==> src/rtl/fifo_pkg.sv <==
// Shared types and constants for the async byte FIFO read-side blocks.
package fifo_pkg;
  localparam int FIFO_DATA_W = 8;

  typedef enum logic {
    FILL = 1'b0,
    HOLD = 1'b1
  } packer_state_t;
endpackage

==> src/rtl/fifo_idle_timer.sv <==
// Saturating idle counter; expired is high while the count sits at MAX.
module fifo_idle_timer
  import fifo_pkg::*;
#(
  parameter int MAX = 16
) (
  input  logic rclk,
  input  logic rrst_n,
  input  logic clr,
  input  logic en,
  output logic expired
);
  localparam int W = $clog2(MAX + 1);

  logic [W-1:0] count;

  always_ff @(posedge rclk or negedge rrst_n) begin
    if (!rrst_n)                         count <= '0;
    else if (clr)                        count <= '0;
    else if (en && (count != W'(MAX)))   count <= count + 1'b1;
  end

  assign expired = (count == W'(MAX));
endmodule

==> src/rtl/fifo_rd_packer.sv <==
// Pops bytes from a FWFT FIFO and packs PACK_BYTES of them little-endian into a
// valid/ready word. Define FIFO_RD_PACKER_TIMEOUT_EN to flush partial words on idle.
module fifo_rd_packer
  import fifo_pkg::*;
#(
  parameter int PACK_BYTES = 4,
  parameter int DATA_W     = FIFO_DATA_W,
  parameter int TIMEOUT    = 16
) (
  input  logic                         rclk,
  input  logic                         rrst_n,
  input  logic                         rempty,
  input  logic [DATA_W-1:0]            rdata,
  output logic                         rinc,
  output logic                         out_valid,
  input  logic                         out_ready,
  output logic [DATA_W*PACK_BYTES-1:0] out_data,
  output logic [PACK_BYTES-1:0]        out_keep
);
  localparam int CNT_W = $clog2(PACK_BYTES + 1);

  packer_state_t state, state_nxt;
  logic [CNT_W-1:0]                     cnt;
  logic [PACK_BYTES-1:0][DATA_W-1:0]    lane_q;
  logic [PACK_BYTES-1:0]                keep_q;
  logic accept, fill_pop, hold_pop, full_pop, expired;

  assign out_valid = (state == HOLD);
  assign accept    = out_valid && out_ready;
  // Popping during accept overlaps the next word's first byte with the handoff.
  assign rinc      = rrst_n && !rempty && ((state == FILL) || accept);
  assign fill_pop  = rinc && (state == FILL);
  assign hold_pop  = rinc && (state == HOLD);
  assign full_pop  = fill_pop && (cnt == CNT_W'(PACK_BYTES - 1));

`ifdef FIFO_RD_PACKER_TIMEOUT_EN
  fifo_idle_timer #(.MAX(TIMEOUT)) u_idle (
    .rclk    (rclk),
    .rrst_n  (rrst_n),
    .clr     (rinc || (state == HOLD) || (state_nxt == HOLD)),
    .en      ((state == FILL) && (cnt != '0) && rempty),
    .expired (expired)
  );
`else
  // Never true for a legal TIMEOUT; a partial word simply waits for more bytes.
  assign expired = (TIMEOUT < 0);
`endif

  always_ff @(posedge rclk or negedge rrst_n) begin
    if (!rrst_n) state <= FILL;
    else         state <= state_nxt;
  end

  always_comb begin
    state_nxt = state;
    case (state)
      FILL:    if (full_pop || expired) state_nxt = HOLD;
      HOLD:    if (accept)              state_nxt = FILL;
      default:                          state_nxt = FILL;
    endcase
  end

  always_ff @(posedge rclk or negedge rrst_n) begin
    if (!rrst_n)       cnt <= '0;
    else if (fill_pop) cnt <= cnt + 1'b1;
    else if (accept)   cnt <= hold_pop ? CNT_W'(1) : '0;
  end

  for (genvar i = 0; i < PACK_BYTES; i++) begin : g_lane
    logic load;
    assign load = (fill_pop && (cnt == CNT_W'(i))) || ((i == 0) && hold_pop);

    always_ff @(posedge rclk or negedge rrst_n) begin
      if (!rrst_n) begin
        lane_q[i] <= '0;
        keep_q[i] <= 1'b0;
      end else if (load) begin
        lane_q[i] <= rdata;
        keep_q[i] <= 1'b1;
      end else if (accept) begin
        lane_q[i] <= '0;
        keep_q[i] <= 1'b0;
      end
    end
  end

  assign out_data = lane_q;
  assign out_keep = keep_q;
endmodule
==> config.mk <==
export PLATFORM = sky130hd
export DESIGN_NAME = fifo_rd_packer
export DESIGN_NICKNAME = d
export VERILOG_FILES = /design/src/rtl/fifo_pkg.sv /design/src/rtl/fifo_idle_timer.sv /design/src/rtl/fifo_rd_packer.sv
export SDC_FILE = /design/constraint.sdc
export NUM_CORES = 1
export LEC_CHECK = 0
export ABC_CLOCK_PERIOD_IN_PS = 1900
export BUFFER_PORTS_ARGS = -buffer_cell sky130_fd_sc_hd__buf_2
export CORE_AREA = 2 2 62 64
export CTS_CLUSTER_SIZE = 24
export DETAILED_ROUTE_END_ITERATION = 7
export DIE_AREA = 0 0 64 66
export GPL_TIMING_DRIVEN = 0
export PLACE_DENSITY = 0.76
export REMOVE_ABC_BUFFERS = 1
export SLEW_MARGIN = 20
export SYNTH_ARGS = -nofsm -noshare
export SYNTH_HDL_FRONTEND = slang
export SYNTH_SLANG_ARGS = --single-unit
==> constraint.sdc <==
create_clock -name rclk -period 1.9 [get_ports rclk]
set_clock_uncertainty 0.05 [all_clocks]
set_input_delay 0 -clock rclk [delete_from_list [all_inputs] [get_ports rclk]]
set_output_delay 0 -clock rclk [all_outputs]
set_load 0.01 [all_outputs]
==> metrics.md <==
| Metric | Value |
|---|---|
| CP top delay family | compound AO/OA/AOI/OAI gates |
| Worst hold slack | a little over 0.05 ns |
| Vias in the first global route | 1297 |
| WL final | 3701 um |
| CP peak stage delay | between 0.4 and 0.5 ns |
| R2R Setup Slk | between 0.15 and 0.2 ns |
| Nets | approximately 230 |
| Final Max Tran Viols | 0 |
| Worst setup SP type | flop |
| CP endpoint kind | flop |
| Psw | approximately 1.2 mW |
| First-pass GRT wire length | 6258 um |
| Final Critical Period | around 1.7 ns |
| Total power | about 3.2 mW |
| Cells after DPL | approximately 250 |
| Crit path max-delay cell type | dfrtp_1 |
| Pre-Repair DR Iteration Count | 4 |
| DRT antenna net count | 0 |
| Hold Path Class | primary input to flop |
| Core box area | 3551 sq um |
| Final WS setup | ~0.16 ns |
| F_max | about 580 MHz |
| CTS tree | built |
| Internal power | approximately 2.1 mW |
| #FFs+latches synth | 40 |
| Design area | 2205 sq um |
| Post-Syn Area per Cell | roughly 11 sq um |
| Final Hold Fails | 0 |
| Vias per inst | 5.053 |
| Worst Path Class, Setup | flop to flop |
| Pleak | approximately 1.3 nW |
| Total track usage | 19.72% |
| CP Max Fanout | 9 |
| Antenna violations before repair | 0 |
| Effective utilization at floorplan | between 40% and 50% |
| Clk Latency, worst-skew pair | between 0.3 and 0.4 ns |
| Clock sinks | 40 |
| Clk slew on worst S/H paths | approximately 0.13 ns |
| Clock Power Share | between 15 and 20% |
| Die width | 64 um |
| Chip Height | about 66 um |
| Placed inst area | 1994 sq um |
| Max-slew headroom | a little under three fifths |
| Number of remaining DRC errors | 0 |
| Synth warnings | 0 |
| I/O pin count | 50 |
| Synthesis-to-finish area growth | 26.31% |
| Final Cycle Share | around nine tenths |
| Crit path buffers/inverters | 1 |
| Post-CTS Setup Inserts | 0 |
| Die area | roughly 4200 sq um |
| Sequential area share after synthesis | 57.35% |
| Worst Tran Pin Value | 0.6627 ns |
| Clk root buf | clkbuf_4 |
| Routability cong. | around 0.77 |
| Fin cells | 265 |
| Diode count | 0 |
| Final Util | 62.09% |
| Required @ worst endpoint | about 2.2 ns |
| Gate Count Post-Synth | around 160 |
| Peak VDD IR | between 0.0006 and 0.0007 V |
| Outcome | completed |
| Dpl ws | -0.5538 ns |
| Share of cells above drive strength 1 | a little under a third |
| I/O Buffers | 49 |
| Critical path arrival | between 1.5 and 2 ns |
| Row cnt | 22 |
| Max_cap viols | 0 |
| TritonCTS buffer count | 5 |
| Final setup viols | 0 |
| Cell Pwr Density | between 1000 and 1500 nW/um^2 |
| Total grt overflow | 0 |
| CP Cell Sequence | inv_1 > ha_1 > or3b_4 > a21boi_4 > a22o_1 |
| RSZ-0062 raised after global routing | false |
| HPWL Detailed | ~2500 um |
| DRT iter0 DRCs | between 90 and 100 |
| Sequential power share | approximately 45% |
| H-tree depth | 2 |
| Cell Area, Synth | 1745 sq um |
| Comb pwr share | 37.7% |
| Synth unique cells | 26 |
| Largest net degree at the start of global routing | approximately 40 |
| Routed vias | around 1300 |
| Max clock buf depth | 2 |
| Switching Fraction | 36.16% |
| Wire length per cell | approximately 14 um |
| Fin Setup TNS | 0 ns |
[worst reg2reg max path: stages (launching register included)]
cell and delay [ns]:
dfrtp_1 0.46, inv_1 0.11, ha_1 0.18, or3b_4 0.39, a21boi_4 0.30, a22o_1 0.20
[path summary, 6_finish.rpt]
kind                             start           end  depth (start not counted)
max in group asynchronous       rrst_n  out_data[11]                          3
min in group asynchronous       rrst_n  out_data[17]                          3
setup / recovery                cnt[0]   out_data[3]                          5
hold reg to reg            out_keep[2]   out_keep[2]                          2
hold / removal                  rempty        cnt[0]                          4
setup reg to reg                cnt[0]   out_data[3]                          5
[cells in the final DEF, fill, tap and decap left out, drive strengths merged]
master and instances:
nor2b 1, or3b 1, a311oi 1, a32oi 1, a21o 1, buf 50
a21oi 1, and2 1, nand2 41, nand3 2, a21boi 1, mux2i 17
o22ai 2, dlygate4sd3 10, clkinv 1, inv 13, ha 5, o21ai 8
bufinv 1, nor2 2, clkinvlp 1, mux2 1, and4bb 1, or2b 1
clkbuf 5, a22o 8, dfrtp 40
[power by group through the flow]
stage	sequential, mW	clock (mW)	combinational (mW)
floorplan	1.61	0	0.537
global placement	1.46	0	1.17
detailed placement	1.47	0	1.20
CTS	1.46	0.571	1.23
global route	1.51	0.613	1.37
finish	1.46	0.556	1.22
[routing by layer]
metal  global-route usage (%)  part of all wire, %  up-vias
li1                         -                    -      638
met1                    26.91                   46      636
met2                    28.78                   46       56
met3                    5.792                  5.3        9
met4                    9.511                  2.9        0
met5                        0                    0        -
[synthesized netlist by cell type]
master,instances,share of area (%)
nand2_1,41,8.8
dfrtp_1,40,57
mux2i_1,17,9.7
inv_1,12,2.6
a22o_1,8,4.0
o21ai_0,7,2.0
buf_2,6,1.7
ha_1,5,3.6
buf_6,2,1.3
nand3_1,2,0.57
nor2_1,2,0.43
o22ai_1,2,0.72
a21boi_4,1,1.1
a21o_2,1,0.50
a21oi_1,1,0.29
a311oi_1,1,0.50
a32oi_2,1,0.93
and2_1,1,0.36
and4bb_2,1,0.72
clkbuf_1,1,0.21
inv_2,1,0.21
mux2_2,1,0.65
nor2b_1,1,0.36
o21ai_1,1,0.29
or2b_1,1,0.43
or3b_4,1,0.65
[registers in the layout (all words and copies together), names as in the netlist]
name       flops
out_data      32
out_keep       4
cnt            3
out_valid      1
[cells by family (layout without fill, tap and decap cells)]
| family | after synthesis | after routing | share of synthesized area (%) |
|---|---|---|---|
| adder cells (fa/ha/maj) | 5 | 5 | 3.584 |
| buffers and inverters | 22 | 81 | 6.021 |
| multiplexers | 18 | 18 | 10.39 |
| AO/OA/AOI/OAI | 23 | 23 | 10.32 |
| AND/OR/NAND/NOR | 50 | 50 | 12.33 |
| flip-flops | 40 | 40 | 57.35 |
[area by class of cell]
| class | count | area [sq um] |
|---|---|---|
| clock inverters | 3 | 42.54 |
| clock buffers | 5 | 37.54 |
| well taps | 48 | 60.06 |
| fillers | 286 | 1346 |
| inverters | 13 | 48.80 |
| flip-flops and latches | 40 | 1001 |
| repair buffers | 60 | 367.9 |
| multi-input cells | 96 | 646.9 |
[timing repair]
action	4_1_cts	5_1_grt
endpoints found under the setup margin	27	1
hold buffers	11	0
endpoints found under the hold margin	73	0
gates resized for setup	2	1
(Power assumes the default switching activity.)
